<file path="src/rtl/vram_arb_if.sv">
// VRAM arbiter bundle: CPU request port, video scanout port and the single-port RAM side.
// master = requesters plus RAM model, slave = the arbiter.
interface vram_arb_if #(
  parameter int ADDR_W = 13,
  parameter int DATA_W = 8
);
  logic              cpu_req;
  logic              cpu_we;
  logic [ADDR_W-1:0] cpu_addr;
  logic [DATA_W-1:0] cpu_din;
  logic [DATA_W-1:0] cpu_dout;
  logic              cpu_rdy;

  logic              vid_req;
  logic [ADDR_W-1:0] vid_addr;
  logic [DATA_W-1:0] vid_dout;
  logic              vid_valid;

  logic              ram_en;
  logic              ram_we;
  logic [ADDR_W-1:0] ram_addr;
  logic [DATA_W-1:0] ram_wdata;
  logic [DATA_W-1:0] ram_rdata;

  modport master (
    output cpu_req, cpu_we, cpu_addr, cpu_din, vid_req, vid_addr, ram_rdata,
    input  cpu_dout, cpu_rdy, vid_dout, vid_valid, ram_en, ram_we, ram_addr, ram_wdata
  );

  modport slave (
    input  cpu_req, cpu_we, cpu_addr, cpu_din, vid_req, vid_addr, ram_rdata,
    output cpu_dout, cpu_rdy, vid_dout, vid_valid, ram_en, ram_we, ram_addr, ram_wdata
  );
endinterface

</file>
<file path="src/rtl/vram_arb.sv">
// Single-port VRAM arbiter: video fetches always win (data two edges after request), CPU completes grant+2.
// Define VRAM_ARB_WBUF_EN to post CPU writes into a one-entry buffer (cpu_rdy one edge after accept).
module vram_arb #(
  parameter int ADDR_W = 13,
  parameter int DATA_W = 8
) (
  input  logic      i_clk,
  input  logic      i_reset,
  vram_arb_if.slave bus
);

  typedef enum logic [1:0] {IDLE, ISSUED, DONE} cpu_st_t;

  cpu_st_t           r_cpu_st;
  logic              r_cpu_we;
  logic              r_vid_s1;
  logic              r_vid_s2;
  logic              r_ram_en;
  logic              r_ram_we;
  logic [ADDR_W-1:0] r_ram_addr;
  logic [DATA_W-1:0] r_ram_wdata;
  logic              r_cpu_rdy;
  logic              r_vid_valid;
  logic [DATA_W-1:0] r_cpu_dout;
  logic [DATA_W-1:0] r_vid_dout;
  logic              w_cpu_free;
  logic              w_cpu_grant;
`ifdef VRAM_ARB_WBUF_EN
  logic              r_wb_vld;
  logic [ADDR_W-1:0] r_wb_addr;
  logic [DATA_W-1:0] r_wb_data;
  logic              w_wb_post;
`endif

  // r_cpu_rdy masks cpu_req in the cycle the requester is still seeing its completion.
  assign w_cpu_free = (r_cpu_st == IDLE) && bus.cpu_req && !r_cpu_rdy;
`ifdef VRAM_ARB_WBUF_EN
  assign w_wb_post   = w_cpu_free && !r_wb_vld && bus.cpu_we;
  assign w_cpu_grant = w_cpu_free && !r_wb_vld && !bus.cpu_we && !bus.vid_req;
`else
  assign w_cpu_grant = w_cpu_free && !bus.vid_req;
`endif

  always_ff @(posedge i_clk) begin
    if (i_reset) begin
      r_cpu_st    <= IDLE;
      r_cpu_we    <= 1'b0;
      r_vid_s1    <= 1'b0;
      r_vid_s2    <= 1'b0;
      r_ram_en    <= 1'b0;
      r_ram_we    <= 1'b0;
      r_ram_addr  <= '0;
      r_ram_wdata <= '0;
      r_cpu_rdy   <= 1'b0;
      r_vid_valid <= 1'b0;
      r_cpu_dout  <= '0;
      r_vid_dout  <= '0;
`ifdef VRAM_ARB_WBUF_EN
      r_wb_vld    <= 1'b0;
      r_wb_addr   <= '0;
      r_wb_data   <= '0;
`endif
    end else begin
      r_ram_en    <= 1'b0;
      r_ram_we    <= 1'b0;
      r_cpu_rdy   <= 1'b0;
      r_vid_s1    <= bus.vid_req;
      r_vid_s2    <= r_vid_s1;
      r_vid_valid <= r_vid_s2;
      if (r_vid_s2) begin
        r_vid_dout <= bus.ram_rdata;
      end

      // One RAM slot per edge: video first, then a buffered write, then the CPU engine.
      if (bus.vid_req) begin
        r_ram_en   <= 1'b1;
        r_ram_addr <= bus.vid_addr;
      end
`ifdef VRAM_ARB_WBUF_EN
      else if (r_wb_vld) begin
        r_ram_en    <= 1'b1;
        r_ram_we    <= 1'b1;
        r_ram_addr  <= r_wb_addr;
        r_ram_wdata <= r_wb_data;
        r_wb_vld    <= 1'b0;
      end
`endif
      else if (w_cpu_grant) begin
        r_ram_en   <= 1'b1;
        r_ram_we   <= bus.cpu_we;
        r_ram_addr <= bus.cpu_addr;
        if (bus.cpu_we) begin
          r_ram_wdata <= bus.cpu_din;
        end
      end

      case (r_cpu_st)
        IDLE: begin
          if (w_cpu_grant) begin
            r_cpu_st <= ISSUED;
            r_cpu_we <= bus.cpu_we;
          end
`ifdef VRAM_ARB_WBUF_EN
          else if (w_wb_post) begin
            r_cpu_st  <= DONE;
            r_cpu_we  <= 1'b1;
            r_wb_vld  <= 1'b1;
            r_wb_addr <= bus.cpu_addr;
            r_wb_data <= bus.cpu_din;
          end
`endif
        end
        ISSUED: r_cpu_st <= DONE;
        DONE: begin
          r_cpu_st  <= IDLE;
          r_cpu_rdy <= 1'b1;
          if (!r_cpu_we) begin
            r_cpu_dout <= bus.ram_rdata;
          end
        end
        default: r_cpu_st <= IDLE;
      endcase
    end
  end

  assign bus.ram_en    = r_ram_en;
  assign bus.ram_we    = r_ram_we;
  assign bus.ram_addr  = r_ram_addr;
  assign bus.ram_wdata = r_ram_wdata;
  assign bus.cpu_rdy   = r_cpu_rdy;
  assign bus.cpu_dout  = r_cpu_dout;
  assign bus.vid_valid = r_vid_valid;
  assign bus.vid_dout  = r_vid_dout;

endmodule

</file>
<file path="src/flat_wrapper.sv">
// flat-port wrapper written by rule: the top's interface ports become plain ports
module vram_arb_flat 
#(
  parameter int ADDR_W = 13,
  parameter int DATA_W = 8
)
  (i_clk, i_reset, bus_cpu_req, bus_cpu_we, bus_cpu_addr, bus_cpu_din, bus_vid_req, bus_vid_addr, bus_ram_rdata, bus_cpu_dout, bus_cpu_rdy, bus_vid_dout, bus_vid_valid, bus_ram_en, bus_ram_we, bus_ram_addr, bus_ram_wdata);
  vram_arb_if #(.ADDR_W(ADDR_W), .DATA_W(DATA_W)) bus_i ();
  input  logic i_clk;
  input  logic i_reset;
  input wire logic [$bits(bus_i.cpu_req)-1:0] bus_cpu_req;
  input wire logic [$bits(bus_i.cpu_we)-1:0] bus_cpu_we;
  input wire logic [$bits(bus_i.cpu_addr)-1:0] bus_cpu_addr;
  input wire logic [$bits(bus_i.cpu_din)-1:0] bus_cpu_din;
  input wire logic [$bits(bus_i.vid_req)-1:0] bus_vid_req;
  input wire logic [$bits(bus_i.vid_addr)-1:0] bus_vid_addr;
  input wire logic [$bits(bus_i.ram_rdata)-1:0] bus_ram_rdata;
  output wire logic [$bits(bus_i.cpu_dout)-1:0] bus_cpu_dout;
  output wire logic [$bits(bus_i.cpu_rdy)-1:0] bus_cpu_rdy;
  output wire logic [$bits(bus_i.vid_dout)-1:0] bus_vid_dout;
  output wire logic [$bits(bus_i.vid_valid)-1:0] bus_vid_valid;
  output wire logic [$bits(bus_i.ram_en)-1:0] bus_ram_en;
  output wire logic [$bits(bus_i.ram_we)-1:0] bus_ram_we;
  output wire logic [$bits(bus_i.ram_addr)-1:0] bus_ram_addr;
  output wire logic [$bits(bus_i.ram_wdata)-1:0] bus_ram_wdata;
  assign bus_i.cpu_req = bus_cpu_req;
  assign bus_i.cpu_we = bus_cpu_we;
  assign bus_i.cpu_addr = bus_cpu_addr;
  assign bus_i.cpu_din = bus_cpu_din;
  assign bus_i.vid_req = bus_vid_req;
  assign bus_i.vid_addr = bus_vid_addr;
  assign bus_i.ram_rdata = bus_ram_rdata;
  assign bus_cpu_dout = bus_i.cpu_dout;
  assign bus_cpu_rdy = bus_i.cpu_rdy;
  assign bus_vid_dout = bus_i.vid_dout;
  assign bus_vid_valid = bus_i.vid_valid;
  assign bus_ram_en = bus_i.ram_en;
  assign bus_ram_we = bus_i.ram_we;
  assign bus_ram_addr = bus_i.ram_addr;
  assign bus_ram_wdata = bus_i.ram_wdata;
  vram_arb #(.ADDR_W(ADDR_W), .DATA_W(DATA_W)) u_core (.i_clk(i_clk), .i_reset(i_reset), .bus(bus_i));
endmodule
</file>
<file path="config.mk">
export PLATFORM = sky130hd
export DESIGN_NAME = vram_arb_flat
export DESIGN_NICKNAME = d
export VERILOG_FILES = /design/src/rtl/vram_arb_if.sv /design/src/rtl/vram_arb.sv /design/src/flat_wrapper.sv
export SDC_FILE = /design/constraint.sdc
export NUM_CORES = 1
export LEC_CHECK = 0
export CAP_MARGIN = 20
export CELL_PAD_IN_SITES_DETAIL_PLACEMENT = 1
export CELL_PAD_IN_SITES_GLOBAL_PLACEMENT = 1
export CORE_UTILIZATION = 32
export DETAILED_ROUTE_END_ITERATION = 8
export HOLD_SLACK_MARGIN = 0.02
export PLACE_DENSITY_LB_ADDON = 0.25
export SETUP_SLACK_MARGIN = 0.3
export SLEW_MARGIN = 40
export SYNTH_ARGS = -nofsm -noshare
export SYNTH_HDL_FRONTEND = slang
export SYNTH_SLANG_ARGS = --single-unit
</file>
<file path="constraint.sdc">
create_clock -name i_clk -period 3.88 [get_ports i_clk]
set_input_delay 0.388 -clock i_clk [delete_from_list [all_inputs] [get_ports i_clk]]
set_output_delay 0.388 -clock i_clk [all_outputs]
set_load 0.05 [all_outputs]
</file>
==> flow_metrics.tcl, run 1 <==
set metrics [dict create \
    wirelength_um 4650 \
    drc 0 \
    synth.distinct_cells 22 \
    via_per_inst 4.62 \
    cts_tree "built" \
    ys_seq_area_share_pct 49.6 \
    hold_violations 0 \
    wl_per_cell_um 14.3 \
    max_stage_delay_ns 0.56 \
    drv_slew 0 \
    tightest_slew_ns 0.673 \
    rsz0062_at_grt "false" \
    power_frac_seq_pct 49.9 \
    final_cell_mix "clkdlybuf4s50_1 (86), dfxtp_1 (46), mux2i_1 (37)" \
    r2r_slack_ns 1.96 \
    stdcell_count 325 \
    synth_edf_count 0 \
    power.internal_mw 0.726 \
    dr.pass1.iters 4 \
    clockBufferDepth 2 \
    crit_path_cell_trace "clkdlybuf4s50_1 > nor4b_4 > buf_4 > or2_1 > a211oi_1" \
    ctsHoldBuffers 0 \
    power.density_mw_per_mm2 359 \
    critPathLaunchType "primary input" \
    placed_cells 317 \
    cts-root-buf "clkbuf_8" \
    antennaDiodeCount 0 \
    io-pin-count 88 \
    die_area_mm2 0.00612 \
    antenna_left 0 \
    grtUsageMet1_pct 19.9 \
    grt_usage_pct 15.4 \
    gp_congestion 0.622 \
    insertion_delay_ns 0.28 \
    setup_viol 0 \
    layout_commonest_cell "clkdlybuf4s50_1" \
    grt_pass1_wl_um 7530 \
    port_buffers 87 \
    clock_sinks 46 \
    worst_setup_path_end_kind "flop" \
    fp.dieH_um 78.2 \
    die_w_um 78.2 \
    use_met2_pct 26.3 \
    p_sw_mw 0.292 \
    syn-cell-area_mm2 0.00186 \
    finalClockSkew_ns 0.00247 \
    p_comb_share_pct 23.5 \
    synth_seq_cells 46 \
    synth.yosys.warnings 0 \
    cp-endpoint "u_core.bus.ram_addr[0]" \
    cp.arrival_ns 2.14 \
    cap_violations 0 \
    hold_path.class "flop to flop" \
    ys.flop_type "dfxtp_1" \
    core-area_mm2 0.00554 \
    fmax_mhz 499 \
    dpl.hpwl_um 3290 \
    slowest_stage "or2_1" \
    path_class "primary input to flop" \
    reg2reg_depth 4 \
    nets 300 \
    crit_path_start "bus_cpu_req" \
    start_util_pct 33.5 \
    clk_pin_slew_ns 0.08 \
    rows 27 \
    pwr-share-clk_pct 26.6 \
    area_growth_pct 52.7 \
    holdWs_ns 0.442 \
    ctsResizeCount 0 \
    cts_max_level 2 \
    syn-num-nets 219 \
    syn_inst 172 \
    drtIter0Drc 51 \
    switching_share_pct 28.7 \
    max-vdd-ir-drop_mv 0.151 \
    critPathMaxFanout 14 \
    relSlewSlack_pct 55.1 \
    final.setup.tns_ns 0 \
    first_global_vias 1554 \
    n_fill_cell 621 \
    overflow 0 \
    vias 1502 \
    postSynthAreaPerCell_um2 10.8 \
    grt_antenna_before_repair 0 \
    final_layout_size_suffix_gt1_share_pct 7.51 \
    min_period_over_period_pct 51.6 \
    status "completed" \
    fin_crit_ns 2.00 \
    postCtsSetupRepairBufs 0 \
    cts_buffers 5 \
    r2r_start "u_core.r_cpu_st[0]" \
    place_ws_ns 1.34 \
    r2r_end "u_core.bus.ram_addr[0]" \
    worstPathRequired_ns 4.02 \
    use_met3_pct 3.02 \
    grt_max_degree 55 \
    timing.final.ws_setup_ns 1.88 \
    synthArstFlopShare_pct 0 \
    p_leak_nw 1.04 \
    top_usage_layer "met2" \
]
worst min path at each step:
stage | start | end | depth (start not counted)
after floorplan | u_core.r_vid_s1 | u_core.r_vid_s2 | 1
final | u_core.r_vid_s1 | u_core.r_vid_s2 | 1
after CTS | u_core.r_vid_s1 | u_core.r_vid_s2 | 1
after detailed placement | u_core.r_vid_s1 | u_core.r_vid_s2 | 1
after global routing | u_core.r_vid_s1 | u_core.r_vid_s2 | 1
after global placement | u_core.r_vid_s1 | u_core.r_vid_s2 | 1
layer usage:
metal	part of all wire (%)	wire length, um
met5	0	0
met4	0.80	37
met3	5.6	259
met2	45	2090
met1	49	2260
power groups by stage:
stage / combinational (mW) / sequential (mW) / clock, mW
after floorplan: 0.0716 / 0.588 / 0
after global routing: 0.253 / 0.511 / 0.297
after CTS: 0.241 / 0.509 / 0.281
final: 0.239 / 0.508 / 0.271
after global placement: 0.237 / 0.519 / 0
after detailed placement: 0.240 / 0.520 / 0
sequential cells by signal (all words and copies together), names as in the netlist, 2 cells and up:
name	cells
u_core.bus.ram_wdata	8
u_core.bus.ram_addr	13
u_core.bus.cpu_dout	8
u_core.r_cpu_st	2
u_core.bus.vid_dout	8
cells in the mapped netlist, types with 2 or more instances:
master	n	area [um^2]
dfxtp_1	46	921
nor3b_1	3	22.5
nor2_1	18	67.6
a211oi_1	4	30.0
buf_2	5	25.0
a211oi_2	9	113
buf_6	2	22.5
nand2b_1	16	100
mux2i_1	37	370
clkbuf_1	6	22.5
nor3_1	13	65.1
nor2b_1	3	18.8
metrics by stage:
step / power (mW) / instance area (um^2) / util (%)
2_1_floorplan: 0.660 / 1860 / -
3_3_place_gp: 0.756 / 2750 / 49.5
3_5_place_dp: 0.759 / 2750 / 49.7
4_1_cts: 1.03 / 2830 / 51.1
5_1_grt: 1.06 / 2840 / 51.2
6_report: 1.02 / 2840 / 51.2
kinds of logic (layout without fill, tap and decap cells):
family | count (synthesis) | count (layout) | synth area share, %
flops | 46 | 46 | 49.6
simple gates | 58 | 58 | 17.3
mux | 37 | 37 | 19.9
compound gates | 15 | 15 | 8.62
buf+inv | 16 | 97 | 4.58
critical path: cells and delay by family:
family                 cells  cell delay (ns)
AND/OR/NAND/NOR            2             0.86
buffers and inverters      2             0.72
AO/OA/AOI/OAI              1             0.16
final cells by class:
type	count	area [um^2]	share of cell area [%]
well taps	72	90.1	3.17
flip-flops and latches	46	921	32.5
inverters	1	3.75	0.132
repair buffers	89	883	31.1
multi-input cells	110	863	30.4
clock buffers	7	76.3	2.69
(Power assumes the default switching activity.)
==> run 2, diff against run 1 <==
Settings changed: CORE_UTILIZATION 32 to 27.
Clock period 3.88 ns to 1.6 ns, I/O delays scaled along.
==> run 2 against run 1 <==
Against the previous run:
- the run now ends with design-rule violations left
- critical path type is now flop to flop
- cell count increased by 5.5%
- sequential share of layout area fell by 0.62 points
- clock power rose to 2.7 times the previous value
- via count is 3.7% higher
- die area rose by 18%
- combinational power grew to 2.5 times the previous value
- largest cell class unchanged
- clock skew is 0.0021 ns higher
- power grew to 2.5 times the previous value
- worst hold slack lost 0.10 ns
- worst setup slack got worse by 1.6 ns
- routed wire length increased by 1.1%
==> flow_metrics.tcl, run 2 (synthesis gave the netlist of run 1 again) <==
set metrics [dict create \
    status "complete, but fails checks" \
    violations "design-rule violations" \
    start_util_pct 28.6 \
    io-pin-count 88 \
    critPathMaxFanout 6 \
    cp.arrival_ns 1.55 \
    stdcell_count 343 \
    path_class "flop to flop" \
    cts-root-buf "clkbuf_8" \
    via_per_inst 4.54 \
    grt_max_degree 34 \
    insertion_delay_ns 0.29 \
    final.setup.tns_ns 0 \
    hold_violations 0 \
    first_global_vias 1614 \
    drv_slew 0 \
    dpl.hpwl_um 3400 \
    finalClockSkew_ns 0.00458 \
    cts_max_level 2 \
    layout_commonest_cell "buf_4" \
    setup_viol 0 \
    slowest_stage "dfxtp_4" \
    cap_violations 0 \
    grt_usage_pct 13.0 \
    rsz0062_at_grt "true" \
    dr.pass1.iters 7 \
    fmax_mhz 749 \
    drtIter0Drc 24 \
    gp_congestion 0.675 \
    fin_crit_ns 1.34 \
    wl_per_cell_um 13.7 \
    worst_setup_path_end_kind "flop" \
    tightest_slew_ns 0.559 \
    nets 312 \
    antenna_left 0 \
    min_period_over_period_pct 83.5 \
    antennaDiodeCount 0 \
    die_w_um 85.0 \
    final_layout_size_suffix_gt1_share_pct 29.3 \
    grt_antenna_before_repair 0 \
    power.density_mw_per_mm2 882 \
    crit_path_frequent_cell "buf_4" \
    wirelength_um 4700 \
    placed_cells 331 \
    crit_path_cell_trace "nor4b_4 > buf_4 > buf_4 > nor3_1 > a211oi_1" \
    cts_tree "built" \
    core-area_mm2 0.00649 \
    max_stage_delay_ns 0.36 \
    grt_pass1_wl_um 7550 \
    port_buffers 87 \
    total_power_mw 2.57 \
    largest_reg_flops 13 \
    clk_pin_slew_ns 0.08 \
    clockBufferDepth 2 \
    p_leak_nw 1.20 \
    overflow 0 \
    drc 7 \
    vias 1557 \
    holdWs_ns 0.341 \
    area_growth_pct 56.6 \
    critPathBufInv 2 \
    critical_path.top_delay_family "simple AND/OR/NAND/NOR gates" \
    final_core_util_pct 44.8 \
    rows 29 \
    worstPathRequired_ns 1.81 \
    cts_buffers 5 \
    fp.dieH_um 85.0 \
    die_area_mm2 0.00722 \
    critPathLaunchType "flop" \
    relSlewSlack_pct 62.7 \
    hold_path.class "primary input to flop" \
    clock_sinks 46 \
    final_cell_mix "buf_4 (49), clkdlybuf4s50_1 (45), dfxtp_1 (44)" \
    max-vdd-ir-drop_mv 0.417 \
]
[run 2: layout make-up]
type                       instances  area [um^2]
tap                               77         96.3
clock buffer                       7         86.3
multi-input combinational        110          866
clock inverter                     1         5.00
sequential                        46          926
inverter                           1         3.75
fill                             711         3590
timing repair buffer             101          926
[run 2: final timing paths]
kind | from | end | slack [ns] | depth (start not counted)
min | i_reset | u_core.r_vid_s1 | 0.34 | 2
min reg2reg | u_core.r_vid_s1 | u_core.r_vid_s2 | 0.45 | 1
max reg2reg | u_core.bus.cpu_rdy | u_core.bus.ram_addr[1] | 0.26 | 5
max | u_core.bus.cpu_rdy | u_core.bus.ram_addr[1] | 0.26 | 5
[run 2: repair_timing]
action | 4_1_cts | 5_1_grt
hold buffers | 0 | 0
endpoints found under the hold margin | 0 | 0
cloned | 0 | 1
buffers inserted | 2 | 1
gates resized for setup | 2 | 5
setup endpoints to repair | 23 | 29
pin swaps | 2 | 3
[run 2: through the flow]
stage,worst slack (ns),area [um^2]
6_report,0.264,2910
5_1_grt,0.167,2910
4_1_cts,0.247,2880
3_5_place_dp,-0.00861,2770
3_3_place_gp,0.0584,2770
2_1_floorplan,0.245,1860
[run 2: where the power goes]
group | internal, mW | switching, mW | leakage (nW) | total, mW
Sequential | 1.20 | 0.0298 | 0.378 | 1.23
Combinational | 0.280 | 0.329 | 0.778 | 0.609
Clock | 0.349 | 0.380 | 0.0482 | 0.729
Total | 1.83 | 0.739 | 1.20 | 2.57
[run 2: metal layers]
metal	GRT usage [%]	vias to the layer above	share of wire [%]
li1	-	775	-
met1	15.2	727	43
met2	23.2	51	49
met3	3.11	4	7.2
met4	4.16	0	0.75
met5	0	-	0
[run 2: worst register-to-register path: cells and delay by family (launching register included)]
kind / cells / cell delay (ns)
buffers and inverters: 2 / 0.32
DFF: 1 / 0.36
and+or+nand+nor: 2 / 0.38
AOI/OAI and AO/OA: 1 / 0.20
==> run 3, diff against run 2 <==
Clock period 1.6 ns to 1.15 ns, I/O delays scaled along.
==> run 3 against run 2 <==
Against the previous run:
- the flow finishes with violations (design-rule violations, negative setup slack)
- sequential power grew 43%
- final area grew 25%
- worst setup slack lost 0.42 ns
- combinational power grew 76%
- power grew 57%
- global-route usage grew 1.8 points
- non-clock buffer count grew 10
- routed wire length grew 14%
- utilization grew 11 points
- count of clock-buffer cells in the layout shrank 2
- critical path type unchanged
==> flow_metrics.tcl, run 3 (synthesis gave the netlist of run 1 again) <==
set metrics [dict create \
    antennaDiodeCount 0 \
    r2r_slack_ns -0.16 \
    power.density_mw_per_mm2 1110 \
    largest_reg_flops 13 \
    multi_input_area_um2 910 \
    p_sw_mw 1.12 \
    p_leak_nw 1.42 \
    final_core_util_pct 56.0 \
    area_growth_pct 95.8 \
    core-area_mm2 0.00649 \
    pwr-share-clk_pct 29.9 \
    path_class "flop to flop" \
    worstPathRequired_ns 1.33 \
    setup_viol 33 \
    final_cell_mix "clkdlybuf4s50_1 (45), buf_12 (43), dfxtp_2 (40)" \
    overflow 0 \
    cts_buffers 5 \
    port_buffers 87 \
    die_area_mm2 0.00722 \
    drtIter0Drc 52 \
    min_period_over_period_pct 114 \
    drv_slew 0 \
    n_fill_cell 657 \
    cts_tree "built" \
    grt_pass1_wl_um 8370 \
    grt_usage_pct 14.8 \
    start_util_pct 28.6 \
    power_frac_seq_pct 43.6 \
    dpl.hpwl_um 3860 \
    timing.final.ws_setup_ns -0.159 \
    clk_pin_slew_ns 0.09 \
    layout_commonest_cell "clkdlybuf4s50_1" \
    antenna_left 0 \
    die_w_um 85.0 \
    finalClockSkew_ns 0.00760 \
    vias 1619 \
    final.setup.tns_ns -3.71 \
    relSlewSlack_pct 84.2 \
    power.internal_mw 2.91 \
    clock_sinks 46 \
    first_global_vias 1724 \
    insertion_delay_ns 0.29 \
    cts-root-buf "clkbuf_8" \
    hold_path.class "primary input to flop" \
    switching_share_pct 27.8 \
    gp_congestion 0.614 \
    p_comb_share_pct 26.5 \
    worst_setup_path_end_kind "flop" \
    grt_antenna_before_repair 0 \
    final_layout_size_suffix_gt1_share_pct 50.4 \
    ctsHoldBuffers 0 \
    tightest_slew_ns 0.230 \
    max-vdd-ir-drop_mv 0.748 \
    rows 29 \
    rsz0062_at_grt "true" \
    drc 9 \
    grt_max_degree 21 \
    nets 322 \
    stdcell_count 353 \
    io-pin-count 88 \
    wirelength_um 5340 \
    status "complete, but fails checks" \
    fmax_mhz 764 \
    hold_violations 0 \
    critPathLaunchType "flop" \
    cts_max_level 2 \
    dr.pass1.iters 7 \
    fp.dieH_um 85.0 \
    via_per_inst 4.59 \
    fin_crit_ns 1.31 \
    clockBufferDepth 2 \
    layout.area.seq_um2 986 \
    critPathMaxFanout 12 \
    placed_cells 339 \
    cp.arrival_ns 1.49 \
    cap_violations 0 \
    wl_per_cell_um 15.1 \
    violations "design-rule violations, negative setup slack" \
]
-- run 3: changes by cell type in the layout (fill, tap and decap cells not counted), moves of 2 or more --
cell	before	now
dfxtp_1	44	2
buf_12	4	43
dfxtp_2	1	40
buf_4	49	11
buf_6	2	9
dfxtp_4	1	4
a211oi_1	4	2
a211oi_2	9	11
buf_8	0	2
nor3b_1	2	0
-- run 3: area by class of cell --
| cell class | instances | share of cell area [%] |
|---|---|---|
| clock buffers | 5 | 1.89 |
| repair buffers | 111 | 42.1 |
| flip-flops and latches | 46 | 27.1 |
| multi-input cells | 110 | 25.0 |
| inverters | 1 | 0.103 |
| well taps | 77 | 2.65 |
| clock inverters | 3 | 1.20 |
-- run 3: layer usage --
| layer | track usage [%] | routed length [um] |
|---|---|---|
| met1 | 18.2 | 2290 |
| met2 | 25.4 | 2610 |
| met3 | 4.47 | 411 |
| met4 | 3.24 | 23 |
| met5 | 0 | 0 |
-- run 3: path summary, 6_finish.rpt --
path                 startpoint                endpoint  cells after the start
min                     i_reset       u_core.bus.ram_we                      2
max          u_core.bus.cpu_rdy  u_core.bus.ram_addr[2]                      5
max reg2reg  u_core.bus.cpu_rdy  u_core.bus.ram_addr[2]                      5
min reg2reg     u_core.r_vid_s1         u_core.r_vid_s2                      1
-- run 3: critical path, cell delays in order (launching register included) --
cell and delay, ns:
dfxtp_4 0.36, nor4b_4 0.30, buf_4 0.18, or2_4 0.13, buf_12 0.14, a211oi_1 0.08
-- run 3: repair_timing --
item,in CTS,in global routing
gates resized for setup,48,14
cloned,1,0
pin swaps,3,7
setup buffers,2,3
setup endpoints to repair,82,84
-- run 3: stage by stage --
stage / power (mW) / hold slack [ns] / instance area (um^2) / setup slack (ns)
floorplan: 2.24 / 0.262 / 1900 / -0.194
finish: 4.03 / 0.252 / 3640 / -0.159
CTS: 4.08 / 0.248 / 3560 / -0.150
detailed placement: 2.81 / 0.436 / 3330 / -0.381
global route: 4.21 / 0.262 / 3640 / -0.219
global placement: 2.79 / 0.443 / 3330 / -0.336
-- run 3: power groups by stage --
stage / combinational [mW] / sequential (mW) / clock (mW)
after floorplan: 0.252 / 1.99 / 0
after global placement: 1.01 / 1.78 / 0
after detailed placement: 1.02 / 1.78 / 0
after CTS: 1.06 / 1.76 / 1.26
after global routing: 1.12 / 1.77 / 1.32
final: 1.07 / 1.76 / 1.21
